==> src/rtl/mem_arb_pkg.sv <==
// mem_arb_pkg: shared states, memory command encodings and port indices for mem_arbiter
package mem_arb_pkg;
  typedef enum logic [1:0] {IDLE, CMD, CAPT, RESP} state_t;
  localparam logic [1:0] MEM_CMD_IDLE = 2'b11;
  localparam logic [1:0] MEM_CMD_WR = 2'b01;
  localparam logic [1:0] MEM_CMD_RD = 2'b10;
  localparam logic PORT_IF = 1'b0;
  localparam logic PORT_LS = 1'b1;
endpackage

==> src/rtl/mem_arbiter_rr_arb2.sv <==
// rr_arb2: combinational two-way grant selector, round-robin or fixed priority on a tie
module rr_arb2
  import mem_arb_pkg::*;
(
  input  logic [1:0] req,
  input  logic       last_grant,
  input  logic       fixed_prio,
  output logic       gnt_valid,
  output logic       gnt_id
);
  always_comb begin
    gnt_valid = |req;
    gnt_id = &req ? (fixed_prio ? PORT_IF : ~last_grant) : (req[1] ? PORT_LS : PORT_IF);
  end
endmodule

==> src/rtl/mem_arbiter.sv <==
// mem_arbiter: grants one of two ports at a time and sequences main_memory commands
module mem_arbiter
  import mem_arb_pkg::*;
#(
  parameter int ADDR_W = 16,
  parameter int DATA_W = 16,
  parameter int FIXED_PRIO = 0
) (
  input  logic              clk,
  input  logic              rst,
  input  logic              p0_req,
  input  logic              p0_we,
  input  logic [ADDR_W-1:0] p0_addr,
  input  logic [DATA_W-1:0] p0_wdata,
  output logic              p0_ack,
  output logic [DATA_W-1:0] p0_rdata,
  input  logic              p1_req,
  input  logic              p1_we,
  input  logic [ADDR_W-1:0] p1_addr,
  input  logic [DATA_W-1:0] p1_wdata,
  output logic              p1_ack,
  output logic [DATA_W-1:0] p1_rdata,
  output logic              mem_write,
  output logic              mem_read,
  output logic [ADDR_W-1:0] mem_addr,
  output logic [DATA_W-1:0] mem_wdata,
  input  logic [DATA_W-1:0] mem_rdata,
  output logic              busy,
  output logic              grant_id
);
  state_t state, state_n;
  logic last_grant, we_q, gnt_valid, gnt_id, sel_we;
  logic [ADDR_W-1:0] sel_addr;
  logic [DATA_W-1:0] sel_wdata;
  rr_arb2 u_arb (
    .req       ({p1_req, p0_req}),
    .last_grant(last_grant),
    .fixed_prio(FIXED_PRIO != 0),
    .gnt_valid (gnt_valid),
    .gnt_id    (gnt_id)
  );
  always_comb begin
    sel_we = gnt_id ? p1_we : p0_we;
    sel_addr = gnt_id ? p1_addr : p0_addr;
    sel_wdata = gnt_id ? p1_wdata : p0_wdata;
    state_n = state == IDLE ? (gnt_valid ? CMD : IDLE) :
              state == CMD  ? (we_q ? RESP : CAPT) :
              state == CAPT ? RESP : IDLE;
  end
  // outputs are registered from the next state so they line up with it
  always_ff @(posedge clk) begin
    if (rst) begin
      state <= IDLE;
      {mem_write, mem_read} <= MEM_CMD_IDLE;
      mem_addr <= '0;
      mem_wdata <= '0;
      p0_ack <= 1'b0;
      p1_ack <= 1'b0;
      p0_rdata <= '0;
      p1_rdata <= '0;
      busy <= 1'b0;
      grant_id <= 1'b0;
      last_grant <= 1'b1;
      we_q <= 1'b0;
    end else begin
      state <= state_n;
      {mem_write, mem_read} <= state_n == CMD ? (sel_we ? MEM_CMD_WR : MEM_CMD_RD) : MEM_CMD_IDLE;
      busy <= state_n != IDLE;
      p0_ack <= state_n == RESP && grant_id == PORT_IF;
      p1_ack <= state_n == RESP && grant_id == PORT_LS;
      if (state == IDLE && gnt_valid) begin
        grant_id <= gnt_id;
        last_grant <= gnt_id;
        we_q <= sel_we;
        mem_addr <= sel_addr;
        mem_wdata <= sel_wdata;
      end
      if (state == CAPT && grant_id == PORT_IF) p0_rdata <= mem_rdata;
      if (state == CAPT && grant_id == PORT_LS) p1_rdata <= mem_rdata;
    end
  end
endmodule

==> config.mk <==
export PLATFORM = sky130hd
export DESIGN_NAME = mem_arbiter
export DESIGN_NICKNAME = d
export VERILOG_FILES = /design/src/rtl/mem_arb_pkg.sv /design/src/rtl/mem_arbiter_rr_arb2.sv /design/src/rtl/mem_arbiter.sv
export SDC_FILE = /design/constraint.sdc
export NUM_CORES = 1
export LEC_CHECK = 0
export ABC_AREA = 1
export BUFFER_PORTS_ARGS = -buffer_cell sky130_fd_sc_hd__buf_2
export CAP_MARGIN = 20
export CORE_UTILIZATION = 45
export DETAILED_ROUTE_END_ITERATION = 16
export PLACE_DENSITY = 0.79
export SYNTH_ARGS = -nofsm -noshare
export SYNTH_HDL_FRONTEND = slang
export SYNTH_SLANG_ARGS = --single-unit
export TNS_END_PERCENT = 1
==> constraint.sdc <==
create_clock -name clk -period 2 [get_ports clk]
set_clock_uncertainty 0.15 [all_clocks]
set_input_delay 0.1 -clock clk [delete_from_list [all_inputs] [get_ports clk]]
set_output_delay 0.1 -clock clk [all_outputs]
set_load 0.01 [all_outputs]
==> impl_metrics.tcl <==
set metrics [dict create \
    endpoint_kind "register" \
    diodes 0 \
    fin_area_sq_um 5050 \
    reg2reg_slack_ns 0.19 \
    postCtsSetupBuffers 0 \
    yosysWarnings 0 \
    fmax_mhz 553 \
    min_period_over_period 0.904 \
    setup_viol 0 \
    dpl.hpwl_mm 5.81 \
    route.detailed.drc 0 \
    hp-class "primary input to register" \
    setup_tns_ns 0 \
    outcome "finished clean" \
    wl_mm 10.6 \
    drt_iter0_drc 198 \
    gp_congestion 0.849 \
    placed_area_sq_um 3980 \
    cts.sinks 74 \
    fin_nets 794 \
    min_from "p0_req" \
    num_vias 3901 \
    cts_made_buffers 9 \
    startpoint_type "register" \
    first_pass_iters 4 \
    synth_area_per_cell_sq_um 6.73 \
    worstPathArrival_ns 1.89 \
    die_w_um 85.9 \
    post_drt_wl_per_cell_um 13.2 \
    maxSlewViolCount 0 \
    die_area_sq_um 7380 \
    htreeDepth 3 \
    grt_pass1_wl_mm 17.0 \
    ys_types 18 \
    finalPower_mw 4.81 \
    finalHoldViolations 0 \
    ant_nets 0 \
    rsz0062_at_grt "false" \
    track_usage 0.294 \
    whs_path_depth 4 \
    place.port_buffers 155 \
    rows 30 \
    route.detailed.vias_per_inst 4.84 \
    period_needed_ns 1.81 \
    cts_buffer_depth 2 \
    crit_fanout 29 \
    clkTransAtPathRegs_ns 0.08 \
    cts_root_buf "clkbuf_8" \
    irDropWorstVdd_uv 483 \
    final_util 0.743 \
    r2r_start "last_grant" \
    pwr_density_cell_nw_per_um2 954 \
    grt_max_degree 66 \
    tightest_slew_ns 0.510 \
    drv_cap 0 \
    antenna_found_initial 0 \
    cp.required_ns 2.08 \
    ys_seq_elements 74 \
    clk_latency_ns 0.35 \
    worst_hold_path.endpoint "last_grant" \
    rr_endpoint "mem_write" \
    netlist_area_sq_um 3170 \
    reg2reg_depth 7 \
    io_pins 156 \
    syn-instance-count 471 \
    drive_above_1_share 0.258 \
    max_slew_margin 0.660 \
    leakage_nw 2.71 \
    initial_core_util 0.466 \
    dieHeight_um 85.9 \
    synth_nets 560 \
    worst-setup-path-type "register to register" \
    area_growth_pct 59.3 \
    tritoncts "done" \
    yosysSeqAreaShare 0.467 \
    grt_pass1_vias 3762 \
    grt.overflow.total 0 \
    core_area_sq_um 6790 \
]
[cells by family after synthesis]
kind of cell / synth area share
and+or+nand+nor: 0.308
DFF: 0.467
buffers and inverters: 0.107
AOI/OAI and AO/OA: 0.106
adders and majority gates: 0.0118
[power by group]
group          internal, mW  switching, mW
registers              1.78          0.155
clock network         0.600          0.609
logic                 0.690          0.978
[sequential cells by signal, indices dropped and copies added, names as in the netlist]
signal / flops
p0_ack: 1
mem_addr: 16
mem_write: 1
grant_id: 1
p1_rdata: 16
p1_ack: 1
mem_read: 1
we_q: 1
mem_wdata: 16
busy: 1
p0_rdata: 16
state: 2
last_grant: 1
[through the flow]
stage	std cells	hold WS, ns	setup WS, ns
after global routing	806	0.133	0.0689
final	806	0.0917	0.192
after floorplan	471	0.0191	0.574
after detailed placement	704	0.159	0.413
after CTS	806	0.0754	0.140
after global placement	704	0.158	0.493
[layout make-up]
| type | count | area [sq um] |
|---|---|---|
| clock buffer | 9 | 124 |
| clock inverter | 7 | 83.8 |
| fill | 496 | 1750 |
| inverter | 47 | 176 |
| multi-input combinational | 325 | 1360 |
| sequential | 74 | 1480 |
| tap | 96 | 120 |
| timing repair buffer | 248 | 1710 |
[cells in the mapped netlist]
| master | count | share of area |
|---|---|---|
| a21oi_1 | 2 | 0.0032 |
| inv_2 | 1 | 0.0012 |
| nand3_1 | 5 | 0.0079 |
| inv_1 | 46 | 0.054 |
| nor2_1 | 164 | 0.19 |
| clkbuf_1 | 8 | 0.0095 |
| dfxtp_1 | 74 | 0.47 |
| buf_2 | 4 | 0.0063 |
| ha_1 | 3 | 0.012 |
| o21ai_0 | 32 | 0.051 |
| nor2_2 | 2 | 0.0039 |
| or2_2 | 1 | 0.0020 |
| o21ai_1 | 33 | 0.052 |
| buf_1 | 1 | 0.0012 |
| buf_6 | 5 | 0.018 |
| nand2_1 | 81 | 0.096 |
| buf_4 | 7 | 0.017 |
| nand4_1 | 2 | 0.0039 |
[cells in the final DEF, fill, tap and decap left out, drive strengths merged]
cell	n
nor2	166
buf	162
dlygate4sd3	86
nand2	81
dfxtp	74
o21ai	65
inv	51
clkbuf	9
nand3	5
ha	3
nand4	2
a21oi	2
or2	1
clkinv	1
clkinvlp	1
bufinv	1
[critical path, cell delays in order, from the launching register on]
cell and delay, ns:
dfxtp_1 0.33, nand2_1 0.12, nand2_2 0.10, buf_6 0.22
nand2_1 0.08, nand2_1 0.06, dlygate4sd3_1 0.55, nand4_1 0.09
[how the worst max path moves through the flow]
stage / end / cells after the start / startpoint
after CTS: mem_write / 7 / last_grant
after global routing: mem_write / 7 / last_grant
after detailed placement: mem_wdata[12] / 8 / state[1]
final: mem_write / 7 / last_grant
after global placement: mem_wdata[0] / 8 / state[0]
after floorplan: p0_rdata[10] / 8 / state[0]
[metal layers]
layer  share of wire  GRT usage  vias up  wire [um]
li1                -          -     1906          -
met1            0.38      0.313     1744       4050
met2            0.51      0.513      186       5370
met3           0.055     0.0645       65        581
met4           0.057      0.211        0        607
met5               0          0        -          0
[timing repair]
item	4_1_cts	5_1_grt
setup endpoints to repair	0	1
hold endpoints to repair	73	0
hold buffers	86	0
resized for setup	0	1
No activity file was read; power rests on OpenSTA's default activity.
